<file path="config.mk">
export PLATFORM = sky130hd
export DESIGN_NAME = rr_arb_client
export DESIGN_NICKNAME = d
export VERILOG_FILES = /design/src/rtl/rr_arb_pkg.sv /design/src/rtl/rr_arb_client_chan.sv /design/src/rtl/rr_arb_client.sv
export SDC_FILE = /design/constraint.sdc
export NUM_CORES = 1
export LEC_CHECK = 0
export CORE_ASPECT_RATIO = 1.75
export CORE_MARGIN = 4
export CORE_UTILIZATION = 43
export DETAILED_ROUTE_END_ITERATION = 8
export PLACE_DENSITY = 0.8
export SETUP_SLACK_MARGIN = 0.3
export SLEW_MARGIN = 0
export SYNTH_ARGS = -nofsm -noshare
export SYNTH_HDL_FRONTEND = slang
export SYNTH_SLANG_ARGS = --single-unit
export TNS_END_PERCENT = 50
</file>
<file path="constraint.sdc">
create_clock -name clock -period 1.9 [get_ports clock]
set_input_delay 0.57 -clock clock [delete_from_list [all_inputs] [get_ports clock]]
set_output_delay 0.57 -clock clock [all_outputs]
set_load 0.005 [all_outputs]
</file>
<file path="src/rtl/rr_arb_pkg.sv">
// Shared definitions for the round-robin arbiter client.
// Holds the default channel count and burst-length width, plus the
// per-channel state encoding used by rr_arb_client_chan.
package rr_arb_pkg;

  localparam int DEF_N     = 4;
  localparam int DEF_LEN_W = 4;

  typedef enum logic {
    IDLE   = 1'b0,
    ACTIVE = 1'b1
  } chan_state_e;

endpackage

</file>
<file path="src/rtl/rr_arb_client_chan.sv">
// One burst channel of the arbiter client.
// Accepts a burst command while idle, requests the arbiter while active,
// holds lock until the final beat, and pulses done the cycle after the
// final beat.
// Ports:
//   clock, reset_b        clock and asynchronous active-low reset
//   cmd_valid, cmd_len    burst command offer (cmd_len = beats - 1)
//   cmd_ready             high while idle
//   grant                 this channel's grant bit from the arbiter
//   request, lock         arbitration request / hold-grant to the arbiter
//   beat                  transfer strobe (grant & request)
//   done                  one-cycle burst-complete pulse
module rr_arb_client_chan
  import rr_arb_pkg::*;
#(
  parameter int LEN_W = DEF_LEN_W
) (
  input  logic             clock,
  input  logic             reset_b,
  input  logic             cmd_valid,
  input  logic [LEN_W-1:0] cmd_len,
  input  logic             grant,
  output logic             cmd_ready,
  output logic             request,
  output logic             lock,
  output logic             beat,
  output logic             done
);

  chan_state_e      state, state_nxt;
  logic [LEN_W-1:0] remaining, remaining_nxt;
  logic             done_nxt;

  always_ff @(posedge clock or negedge reset_b) begin
    if (!reset_b) begin
      state     <= IDLE;
      remaining <= '0;
      done      <= 1'b0;
    end else begin
      state     <= state_nxt;
      remaining <= remaining_nxt;
      done      <= done_nxt;
    end
  end

  always_comb begin
    state_nxt     = state;
    remaining_nxt = remaining;
    done_nxt      = 1'b0;
    cmd_ready     = (state == IDLE);
    request       = (state == ACTIVE);
    // Lock is released on the final beat so the arbiter may move on
    // immediately after it.
    lock          = (state == ACTIVE) && (remaining != '0);
    beat          = grant && (state == ACTIVE);

    case (state)
      IDLE: begin
        if (cmd_valid) begin
          state_nxt     = ACTIVE;
          remaining_nxt = cmd_len;
        end
      end
      ACTIVE: begin
        // Commands offered while active are deliberately not looked at.
        if (beat) begin
          if (remaining != '0) begin
            remaining_nxt = remaining - LEN_W'(1);
          end else begin
            state_nxt = IDLE;
            done_nxt  = 1'b1;
          end
        end
      end
      default: begin
        state_nxt = IDLE;
      end
    endcase
  end

endmodule

</file>
<file path="src/rtl/rr_arb_client.sv">
// Multi-channel burst client for a round-robin arbiter.
// Each channel runs its own command/burst FSM; the top level also watches
// the grant vector and raises a sticky error if the arbiter ever grants
// more than one channel or grants a channel that is not requesting.
// Ports:
//   clock, reset_b   clock and asynchronous active-low reset
//   cmd_valid[N]     per-channel burst command offer
//   cmd_len[N*LEN_W] per-channel beats-minus-one, channel i at [i*LEN_W +: LEN_W]
//   cmd_ready[N]     per-channel command acceptance
//   grant[N]         one-hot grant from the arbiter
//   request[N]       arbitration request to the arbiter
//   lock[N]          hold-grant indication to the arbiter
//   beat[N]          per-channel transfer beat strobe
//   done[N]          one-cycle burst-complete pulse
//   protocol_err     sticky grant-protocol violation flag
module rr_arb_client
  import rr_arb_pkg::*;
#(
  parameter int N     = DEF_N,
  parameter int LEN_W = DEF_LEN_W
) (
  input  logic               clock,
  input  logic               reset_b,
  input  logic [N-1:0]       cmd_valid,
  input  logic [N*LEN_W-1:0] cmd_len,
  output logic [N-1:0]       cmd_ready,
  input  logic [N-1:0]       grant,
  output logic [N-1:0]       request,
  output logic [N-1:0]       lock,
  output logic [N-1:0]       beat,
  output logic [N-1:0]       done,
  output logic               protocol_err
);

  logic grant_multi;
  logic grant_orphan;

  for (genvar i = 0; i < N; i++) begin : g_chan
    rr_arb_client_chan #(
      .LEN_W(LEN_W)
    ) u_chan (
      .clock    (clock),
      .reset_b  (reset_b),
      .cmd_valid(cmd_valid[i]),
      .cmd_len  (cmd_len[i*LEN_W +: LEN_W]),
      .grant    (grant[i]),
      .cmd_ready(cmd_ready[i]),
      .request  (request[i]),
      .lock     (lock[i]),
      .beat     (beat[i]),
      .done     (done[i])
    );
  end

  // x & (x-1) clears the lowest set bit; anything left means >1 bit set.
  assign grant_multi  = |(grant & (grant - N'(1)));
  assign grant_orphan = |(grant & ~request);

  always_ff @(posedge clock or negedge reset_b) begin
    if (!reset_b) begin
      protocol_err <= 1'b0;
    end else if (grant_multi || grant_orphan) begin
      protocol_err <= 1'b1;
    end
  end

endmodule

</file>
==> flow_summary.toml, run 1 <==
[pwr]
p_leak_nw = 1.41
p_comb_frac = 0.731
peakVddDrop_v = 0.000985
seq_power_share = 0.200
power.internal_w = 0.00289
p_switching_w = 0.00169
powerDensity_nw_per_um2 = 1550
pwr-share-clk = 0.069
total_power_w = 0.00458
switching_share = 0.369

[timing]
rsz0062_at_grt = "true"
final-setup-viol-count = 3
worst_pin_slew_ns = 0.340
finalCritPeriodShare = 1.11
skew_ns = 0.00153
final_max_slew_viol_count = 0
slew_headroom = 0.770
fmax_ghz = 0.473
timing.final.crit_period_ns = 2.11
hold_viol_final = 0
setup_slack_ns = -0.214

[clock_tree]
cts_sinks = 25
clockBufferDepth = 2
cts_tree = "done"
clock_latency_ns = 0.26
htree_levels = 1
clk_pin_slew_ns = 0.09
cts-hold-fix-buffers = 0
ctsRootBufferMaster = "clkbuf_8"
cts_made_buffers = 3

[final_layout]
n_fill_cell = 235
n_antenna_cell = 0
final_common_cell = "buf_4"
drive_gt1_frac = 0.538
stdcell_count = 347
seqCellArea_sq_um = 629
fin_nets = 332
layout_common_cells = "buf_4 (76), clkdlybuf4s50_1 (23), dfrtp_1 (22)"
area_delta_synth_final_pct = 78.2
multi_input_area_sq_um = 961
final_util = 0.804

[worst_setup_path]
path_buf_inv = 2
cp_slowest_cell = "dfrtp_1"
cp_cell_sequence = "inv_1 -> ha_2 -> or3b_4 -> and2_1 -> buf_2"
critical_path.startpoint_type = "flip-flop"
crit_arrival_ns = 1.54
reg2reg_depth = 7
critPathMaxStageDelay_ns = 0.40
crit_required_ns = 1.33
worstSetupPathType = "reg2out"
path_delay_family = "simple AND/OR/NAND/NOR gates"
critPathMaxFanout = 2
r2r_setup_slack_ns = 0.16
rr_endpoint = "g_chan[1].u_chan.remaining[1]$_DFFE_PN0P_"
worst_setup_path_end_kind = "output pin"
rr_startpoint = "g_chan[1].u_chan.remaining[0]$_DFFE_PN0P_"

[placement]
dp_cells = 296
numPortBuffers = 46
gp_congestion = 0.873
dp_hpwl_um = 3370

[routing]
drc = 0
drt-wirelength-per-cell_um = 15.2
vias = 1837
first_pass_iters = 4
drtIter0Drc = 19
finalWirelength_um = 5280
vias_per_cell = 5.29
ant_nets = 0

[global_route]
first_global_vias = 1856
grt_max_degree = 26
grt_overflow = 0
grtUsageTotal = 0.205
antenna_found_initial = 0
grt_first_pass_wirelength_um = 7720

[worst_hold_path]
min-delay-start = "protocol_err$_DFFE_PN0P_"
whs_endpoint = "protocol_err$_DFFE_PN0P_"
hp-class = "reg2reg"
hold_path_depth = 2

[floorplanning]
rows = 29
start_util = 0.451
die-area_sq_um = 4940
fp.dieH_um = 90.0
core_sq_um = 3660
boundaryPins = 47
die_width_um = 54.9

[logic_synthesis]
ys_ff_latch = 25
synth_cells = 185
yosysTopAreaCell = "dfrtp_1"
synth_cell_type_count = 32
yosysSeqAreaShare = 0.378
syn-num-nets = 215
synth-warning-count = 0
synth.area.top_cells = "dfrtp_1 (38%), buf_4 (9.1%), mux2i_1 (7.3%)"
netlist_area_sq_um = 1650
synth.top_cell.area_share = 0.378
syn_area_per_cell_sq_um = 8.94

[status]
outcome = "finished with violations"
violations = "negative setup slack"

[run]
max_cap_violations = 0
==> worst max-delay path by stage <==
stage,startpoint,end,cells after the start
global route,g_chan[1].u_chan.remaining[0]$_DFFE_PN0P_,lock[1],5
detailed placement,grant[2],beat[2],4
CTS,g_chan[1].u_chan.remaining[0]$_DFFE_PN0P_,lock[1],5
finish,g_chan[1].u_chan.remaining[0]$_DFFE_PN0P_,lock[1],5
global placement,grant[0],beat[0],4
floorplan,g_chan[1].u_chan.remaining[0]$_DFFE_PN0P_,lock[1],5
==> cells in the mapped netlist, drive strengths merged <==
cell type  count
ha             4
nand2b         4
nand3          1
clkinv         2
dfrtp         25
o21ai          3
o221ai         1
nor2b          8
and4           2
or3b           5
buf           24
inv           20
and2           3
o31ai          2
a211oi         8
nand2          8
nor4b          3
o32ai          8
a21o           2
nor4           1
mux2i         12
a21oi          6
nor3b          1
mux2           1
nor2          15
nor3          15
nor4bb         1
==> kinds of logic (layout without fill, tap and decap cells) <==
kind of cell             count (synthesis)  in the layout  share of synthesized area
flip-flops                              25             25                      0.378
AND/OR/NAND/NOR                         67             67                      0.228
AO/OA/AOI/OAI                           30             30                      0.132
multiplexers                            13             13                     0.0794
adder cells (fa/ha/maj)                  4              4                     0.0303
buffers and inverters                   46            162                      0.153
==> final cells by class <==
class                           instances  area share
Clock inverter                          1     0.00170
Clock buffer                            3      0.0140
Inverter                               22      0.0314
Multi-Input combinational cell        114       0.326
Sequential cell                        25       0.213
Timing Repair Buffer                  136       0.394
Tap cell                               46      0.0195
==> repair_timing <==
item	CTS	global route
setup endpoints to repair	36	29
resized for setup	106	29
endpoints found under the hold margin	0	0
pin swaps	12	23
buffers inserted	33	14
==> through the flow <==
stage / setup TNS [ns] / worst slack (ns) / hold slack, ns / cell area [sq um]
final: -0.621 / -0.214 / 0.496 / 2950
after CTS: -0.580 / -0.223 / 0.498 / 2750
after global placement: -2.30 / -0.384 / 0.465 / 2330
after floorplan: 0 / 0.0564 / 0.274 / 1660
after global routing: -0.854 / -0.273 / 0.532 / 2950
after detailed placement: -2.44 / -0.404 / 0.482 / 2330
==> power by group through the flow <==
stage	Sequential, W	Clock [W]	Combinational [W]
floorplan	0.000898	0	0.00140
global placement	0.000915	0	0.00225
detailed placement	0.000928	0	0.00231
CTS	0.000912	0.000314	0.00287
global route	0.000949	0.000345	0.00359
finish	0.000917	0.000317	0.00335
==> worst register-to-register path, delay by kind of cell (launching register included) <==
| kind | cells | cell delay (ns) |
|---|---|---|
| adders and majority gates | 1 | 0.18 |
| DFF | 1 | 0.40 |
| buffers and inverters | 3 | 0.33 |
| and+or+nand+nor | 1 | 0.38 |
| AOI/OAI and AO/OA | 1 | 0.18 |
| muxes | 1 | 0.20 |
==> flip-flops by register name (all words and copies together), names as in the netlist <==
signal	count
g_chan.u_chan.done	4
g_chan.u_chan.remaining	16
g_chan.u_chan.request	4
protocol_err	1
==> layer usage <==
metal	wire, um	vias up	GRT usage
met5	0	-	0
met4	191	0	0.0707
met3	235	20	0.0232
met2	3060	74	0.383
met1	1800	881	0.215
li1	-	862	-
Power figures use the tool's default switching activity.
==> run 2, diff against run 1 <==
--- a/config.mk
+++ b/config.mk
@@ -5,6 +5,7 @@
 export SDC_FILE = /design/constraint.sdc
 export NUM_CORES = 1
 export LEC_CHECK = 0
+export CAP_MARGIN = 30
 export CORE_ASPECT_RATIO = 1.75
 export CORE_MARGIN = 4
 export CORE_UTILIZATION = 43
==> results of run 2 <==
Same layout as run 1: the final DEF is identical, and so are final timing and power.
